==> config.mk <==
export PLATFORM = sky130hd
export DESIGN_NAME = ram_read_port_adapter
export DESIGN_NICKNAME = d
export VERILOG_FILES = /design/src/rtl/ram_read_port_adapter.sv
export SDC_FILE = /design/constraint.sdc
export NUM_CORES = 1
export LEC_CHECK = 0
export CORE_MARGIN = 10
export CORE_UTILIZATION = 42
export CTS_CLUSTER_SIZE = 14
export DETAILED_ROUTE_END_ITERATION = 6
export GPL_TIMING_DRIVEN = 1
export SLEW_MARGIN = 20
export SYNTH_ARGS = -nofsm -noshare
export SYNTH_HDL_FRONTEND = slang
export SYNTH_SLANG_ARGS = --single-unit
==> constraint.sdc <==
create_clock -name aclk -period 12.84 [get_ports aclk]
set_clock_uncertainty 0.2 [all_clocks]
set_input_delay 2.568 -clock aclk [delete_from_list [all_inputs] [get_ports aclk]]
set_output_delay 2.568 -clock aclk [all_outputs]
set_load 0.05 [all_outputs]
==> src/rtl/ram_read_port_adapter.sv <==
// ram_read_port_adapter: turns a valid/ready read-request stream into raw RAM
// read strobes, tracks the fixed RAM read latency, and captures returning data
// into a first-word-fall-through response FIFO presented as a valid/ready stream.
// Credits (in-flight reads + FIFO entries) bound issue so returning data always
// has a FIFO slot, even under indefinite downstream backpressure.
module ram_read_port_adapter #(
    parameter int unsigned ADDR_WIDTH = 9,
    parameter int unsigned DATA_WIDTH = 64,
    parameter int unsigned RD_LATENCY = 2,
    parameter int unsigned FIFO_DEPTH = 4,
    parameter int unsigned CNT_WIDTH  = $clog2(FIFO_DEPTH + 1)
) (
    input  logic                  aclk,
    input  logic                  areset,
    // request stream
    input  logic                  s_valid,
    output logic                  s_ready,
    input  logic [ADDR_WIDTH-1:0] s_addr,
    // response stream
    output logic                  m_valid,
    input  logic                  m_ready,
    output logic [DATA_WIDTH-1:0] m_data,
    // raw RAM read port
    output logic                  mem_rden,
    output logic [ADDR_WIDTH-1:0] mem_rdaddr,
    input  logic [DATA_WIDTH-1:0] mem_rddata,
    // credits in use
    output logic [CNT_WIDTH-1:0]  occupancy
);

    localparam int unsigned          PTR_W   = $clog2(FIFO_DEPTH);
    localparam logic [CNT_WIDTH-1:0] DEPTH_C = CNT_WIDTH'(FIFO_DEPTH);

    // latency tracker: one valid bit per outstanding RAM read stage
    logic [RD_LATENCY-1:0] lat_q, lat_d;
    logic [CNT_WIDTH-1:0]  inflight_q, inflight_d;

    // response FIFO state
    logic [CNT_WIDTH-1:0]  count_q, count_d;
    logic [PTR_W-1:0]      wr_ptr_q, wr_ptr_d;
    logic [PTR_W-1:0]      rd_ptr_q, rd_ptr_d;
    logic [DATA_WIDTH-1:0] fifo_q [FIFO_DEPTH];

    logic [CNT_WIDTH-1:0]  occ_c;
    logic                  issue_c;
    logic                  push_c;
    logic                  pop_c;

    // Handshake and credit decode; all terms come from registers except the
    // request valid, so s_ready never depends on s_valid.
    always_comb begin
        occ_c      = inflight_q + count_q;
        s_ready    = ~areset & (occ_c < DEPTH_C);
        issue_c    = s_valid & s_ready;
        mem_rden   = issue_c;
        mem_rdaddr = s_addr;
        push_c     = lat_q[RD_LATENCY-1];
        m_valid    = (count_q != '0);
        m_data     = fifo_q[rd_ptr_q];
        pop_c      = m_valid & m_ready;
        occupancy  = occ_c;
    end

    // Next-state for tracker, counters and pointers.
    always_comb begin
        lat_d      = lat_q;
        inflight_d = inflight_q;
        count_d    = count_q;
        wr_ptr_d   = wr_ptr_q;
        rd_ptr_d   = rd_ptr_q;

        lat_d[0] = issue_c;
        for (int i = 1; i < int'(RD_LATENCY); i++) begin
            lat_d[i] = lat_q[i-1];
        end

        inflight_d = inflight_q + CNT_WIDTH'(issue_c) - CNT_WIDTH'(push_c);
        count_d    = count_q + CNT_WIDTH'(push_c) - CNT_WIDTH'(pop_c);

        if (push_c) begin
            wr_ptr_d = wr_ptr_q + PTR_W'(1);
        end
        if (pop_c) begin
            rd_ptr_d = rd_ptr_q + PTR_W'(1);
        end
    end

    // Control state registers; reset abandons anything in flight.
    always_ff @(posedge aclk or posedge areset) begin
        if (areset) begin
            lat_q      <= '0;
            inflight_q <= '0;
            count_q    <= '0;
            wr_ptr_q   <= '0;
            rd_ptr_q   <= '0;
        end else begin
            lat_q      <= lat_d;
            inflight_q <= inflight_d;
            count_q    <= count_d;
            wr_ptr_q   <= wr_ptr_d;
            rd_ptr_q   <= rd_ptr_d;
        end
    end

    // FIFO storage; captures RAM data when the tracker's last stage is valid.
    always_ff @(posedge aclk or posedge areset) begin
        if (areset) begin
            for (int i = 0; i < int'(FIFO_DEPTH); i++) begin
                fifo_q[i] <= '0;
            end
        end else if (push_c) begin
            fifo_q[wr_ptr_q] <= mem_rddata;
        end
    end

endmodule

### Word level (Yosys, flattened, before mapping)

Cells that the tools add are included.

| storage, ports and cells | value |
|---|---|
| register bits after elaboration | 268 |
| input port bits | 77 |
| output and inout port bits | 79 |

| operators by class | value |
|---|---|
| reduce and logical (&&, ||, !) cells | 2 |
| add/sub/neg operators | 7 |
| bitwise gates (word level) | 6 |
| order comparisons | 4 |
| multiplexer cells | 6 |

Operators by type and width:

| kind | count |
|---|---|
| $bwmux 256 | 1 |
| $mux 64 | 3 |
| $bmux 64 s2 | 1 |
| $demux 64 s2 | 1 |
| $add 3x1->3 | 2 |
| $ge 3x3->1 const B | 2 |
| $not 2->3 | 2 |
| $sub 3x1->3 | 2 |
| $add 2x1->2 const B | 2 |
| $add 3x3->3 | 1 |
| $and 1x1->1 | 3 |
| $lt 3x1->1 const B | 1 |
| $lt 3x3->1 const B | 1 |
| $reduce_bool 3->1 | 1 |
| $logic_and 1x1->1 | 1 |
| $not 1->1 | 1 |

### Logic depth before layout (Yosys ltp)

| logic depth | value |
|---|---|
| depth after elaboration | 6 |
| mapped depth | 8 |
| depth with buffers taken out | 8 |

### Worst setup path before layout

No wires, ideal clock.

| timing path | value |
|---|---|
| kind | input -> output |
| start | input s_valid |
| end | output mem_rden |
| data required time | 10.072 ns |
| slack | 6.252 ns |
| path buffers | 0 |
| cell stages on the path | 1 |
| arrival time | 3.820 ns |
| cell sequence | nor3b_1 |

| between the ends | value |
|---|---|
| longest elaborated chain between the ends | 1 |

Ends and longest elaborated chain:

| item | RTL line | text |
|---|---|---|
| from (decl) | 16 | `input logic s_valid,` |
| $and 1x1->1 | 54 | `issue_c = s_valid & s_ready;` |
| to (decl) | 24 | `output logic mem_rden,` |

Every way passes these cells.

### Worst setup path after layout

| timing path | value |
|---|---|
| start | input areset |
| end | output mem_rden |

| between the ends | value |
|---|---|
| longest elaborated chain between the ends | 3 |

Ends and longest elaborated chain:

| item | RTL line | text |
|---|---|---|
| from (decl) | 14 | `input logic areset,` |
| $not 1->1 | 53 | `s_ready = ~areset & (occ_c < DEPTH_C);` |
| $and 1x1->1 | 53 |  |
| $and 1x1->1 | 54 |  |

Every way passes these cells.

==> flow_summary_export.csv <==
group,metric,value,unit
setup_path,rr_startpoint,"count_q[0]",
logic_synthesis,synth-edff-count,0,
logic_synthesis,ys_async_sr_fraction,100.0,%
setup_path,crit_path_end_kind,"output port",
die,die_h,188.1,µm
logic_synthesis,synth_top_family_by_area,"multiplexers",
worst_hold_path,min-delay-start,"lat_q[0]",
setup_path,r2r_cells,8,
die,top_level_ports,156,
outcome,outcome,"complete, no violations",
clock_network,numCtsBuffers,30,
worst_hold_path,min_path_type,"reg -> reg",
logic_synthesis,synthFlopType,"dfrtp_1",
worst_hold_path,hold_end,"lat_q[1]",
clock_network,cts_resized,0,
die,core_area,27860,µm²
drt,viasPerCell,5.255,
logic_synthesis,synth_top_area_cell,"dfrtp_1",
logic_synthesis,synthAdderAreaFrac,1.456,%
sta,rsz0062_at_grt,"no",
logic_synthesis,synth_compound_area_share,0.1899,%
logic_synthesis,synth.most_common_cell,"dfrtp_1",
logic_synthesis,syn-num-nets,767,
final_layout,final_cells,1206,
place,io_buffers,137,
logic_synthesis,ys_seq_area_share,56.53,%
final_layout,syn_to_final_growth,21.08,%
setup_path,critPathArrivalTime,4.46,ns
clock_network,root_buffer,"clkbuf_16",
drt,antenna_left,0,
sta,max_slew.worst_pin.slew,1.099,ns
place,dpl.hpwl,15.53,mm
global_route,grt_max_degree,114,
die,start_util,42.58,%
logic_synthesis,avgSynthCellArea,17.50,µm²
global_route,grt_pass1_wl,41.59,mm
worst_hold_path,holdPathStages,0,
global_route,grt_overflow_total,0,
clock_network,cts.sinks,268,
sta,hold_viol,0,
sta,timing.final.crit_share,56.29,%
flow_run,drv_cap,0,
logic_synthesis,yosys_warnings,0,
logic_synthesis,netlist.area_leader.share,56.53,%
logic_synthesis,ys_top_cells_by_count,"268 x dfrtp_1, 256 x mux2_2, 64 x mux4_2, 29 x buf_6, 17 x buf_4",
die,die_w,188.1,µm
sta,fin_tns_setup,0,ns
clock_network,cts_tree,"built",
drt,routed_wl,25.72,mm
drt,drt_first_pass_iters,4,
drt,via_count,6338,
sta,max_slew_margin,26.77,%
die,die_area,35370,µm²
setup_path,crit_path_max_fanout,3,
sta,fmax,0.1384,GHz
clock_network,cts_setup_buffers,0,
sta,final-max-slew-violation-count,0,
setup_path,crit_type,"in -> out",
sta,setup_viol,0,
logic_synthesis,syn-cell-area,11860,µm²
clock_network,cts_buffer_depth,3,
global_route,antenna_found_initial,1,
place,gp_congestion,0.6858,
final_layout,fin_nets,892,
global_route,grt_pass1_vias,7392,
clock_network,hold_buffers,0,
clock_network,clk_pin_slew_worst_paths,0.06,ns
logic_synthesis,synth_cell_types,20,
final_layout,drive_above_1_share,45.83,%
setup_path,rr_endpoint,"inflight_q[2]",
logic_synthesis,netlist_top_cells_area,"dfrtp_1 57%, mux2_2 24%, mux4_2 12%, buf_6 2.8%, buf_4 1.1%",
drt,drt_iter0_drc,302,
drt,drc,0,
place,dp.cells,1149,
logic_synthesis,synth_xor_area_share,0.7172,%
die,num_rows,61,
logic_synthesis,synth-simple-area-share,0.3903,%
drt,wl_per_cell,21.33,µm
setup_path,regToRegSetupSlack,10.10,ns
logic_synthesis,synthMuxAreaShare,36.45,%
setup_path,start_kind,"input pin",
clock_network,clk_latency,0.54,ns
logic_synthesis,ys_ff_latch,268,
global_route,track_usage,14.45,%
logic_synthesis,syn_inst,678,
setup_path,cp.required,10.07,ns
clock_network,htree_levels,1,
sta,min_period,7.228,ns
==> metal layers <==
layer  GRT usage, %  up-vias  wire length (µm)
met5              0        -                20
met4          3.169        2               389
met3          4.119       41              1574
met2          24.67      127             12760
met1          17.79     3403             10980
li1               -     2765                 -
==> placed cells by master, fill, tap and decap left out <==
cell type	count
dfrtp_1	266
mux2_2	256
clkdlybuf4s50_1	137
mux4_2	64
clkbuf_16	31
inv_1	10
ha_1	9
clkbuf_8	9
clkbuf_1	8
clkinv_2	5
xnor2_1	4
xor2_1	3
nand2_8	3
fa_1	3
buf_4	3
bufinv_16	2
dfrtp_4	2
diode_2	1
nor2_1	1
nor3b_1	1
or3_1	1
inv_8	1
nand2_4	1
o311ai_0	1
nand2_1	1
o21ai_0	1
o31a_1	1
xor3_1	1
clkinv_4	1
buf_6	1
==> cells by family (layout without fill, tap and decap cells) <==
kind of cell	after synthesis	after routing
flip-flops	268	268
multiplexers	320	320
adder cells (fa/ha/maj)	12	12
AO/OA/AOI/OAI	3	3
AND/OR/NAND/NOR	8	8
other	0	1
XOR/XNOR	8	8
buffers and inverters	59	208
==> sequential cells by signal (all words and copies together), names as in the netlist <==
register	cells
count_q	3
lat_q	2
rd_ptr_q	2
fifo_q	256
wr_ptr_q	2
inflight_q	3
==> final cells by class <==
class	instances	area, µm²
repair buffers	141	1405
clock buffers	48	929.6
inverters	11	48.80
fillers	2283	13490
multi-input cells	351	4697
clock inverters	8	93.84
diodes	1	2.502
flip-flops and latches	268	6714
well taps	378	473.0
==> metrics by stage <==
| stage | setup WS (ns) | hold WS [ns] | util (%) | area [µm²] |
|---|---|---|---|---|
| 2_1_floorplan | 2.690 | 0.1312 | - | 11860 |
| 3_3_place_gp | 5.746 | 0.1333 | 47.77 | 13310 |
| 3_5_place_dp | 5.596 | 0.1387 | 47.77 | 13310 |
| 4_1_cts | 5.578 | 0.1521 | 51.44 | 14330 |
| 5_1_grt | 5.504 | 0.1701 | 51.55 | 14360 |
| 6_report | 5.612 | 0.1503 | 51.56 | 14360 |
==> worst max-delay path, cell delays in order <==
cell and delay [ns]:
clkdlybuf4s50_1 0.52, nor3b_1 0.45, clkdlybuf4s50_1 0.91
==> how the worst max path moves through the flow <==
stage,slack (ns),end,from
after floorplan,2.69,count_q[0],areset
after global placement,5.75,mem_rden,areset
after detailed placement,5.60,mem_rden,areset
after CTS,5.58,mem_rden,areset
after global routing,5.50,mem_rden,areset
final,5.61,mem_rden,areset
Power is left out: the tool's default activity adds up to more than one toggle a clock period on the data nets, which glitch-free logic cannot reach.
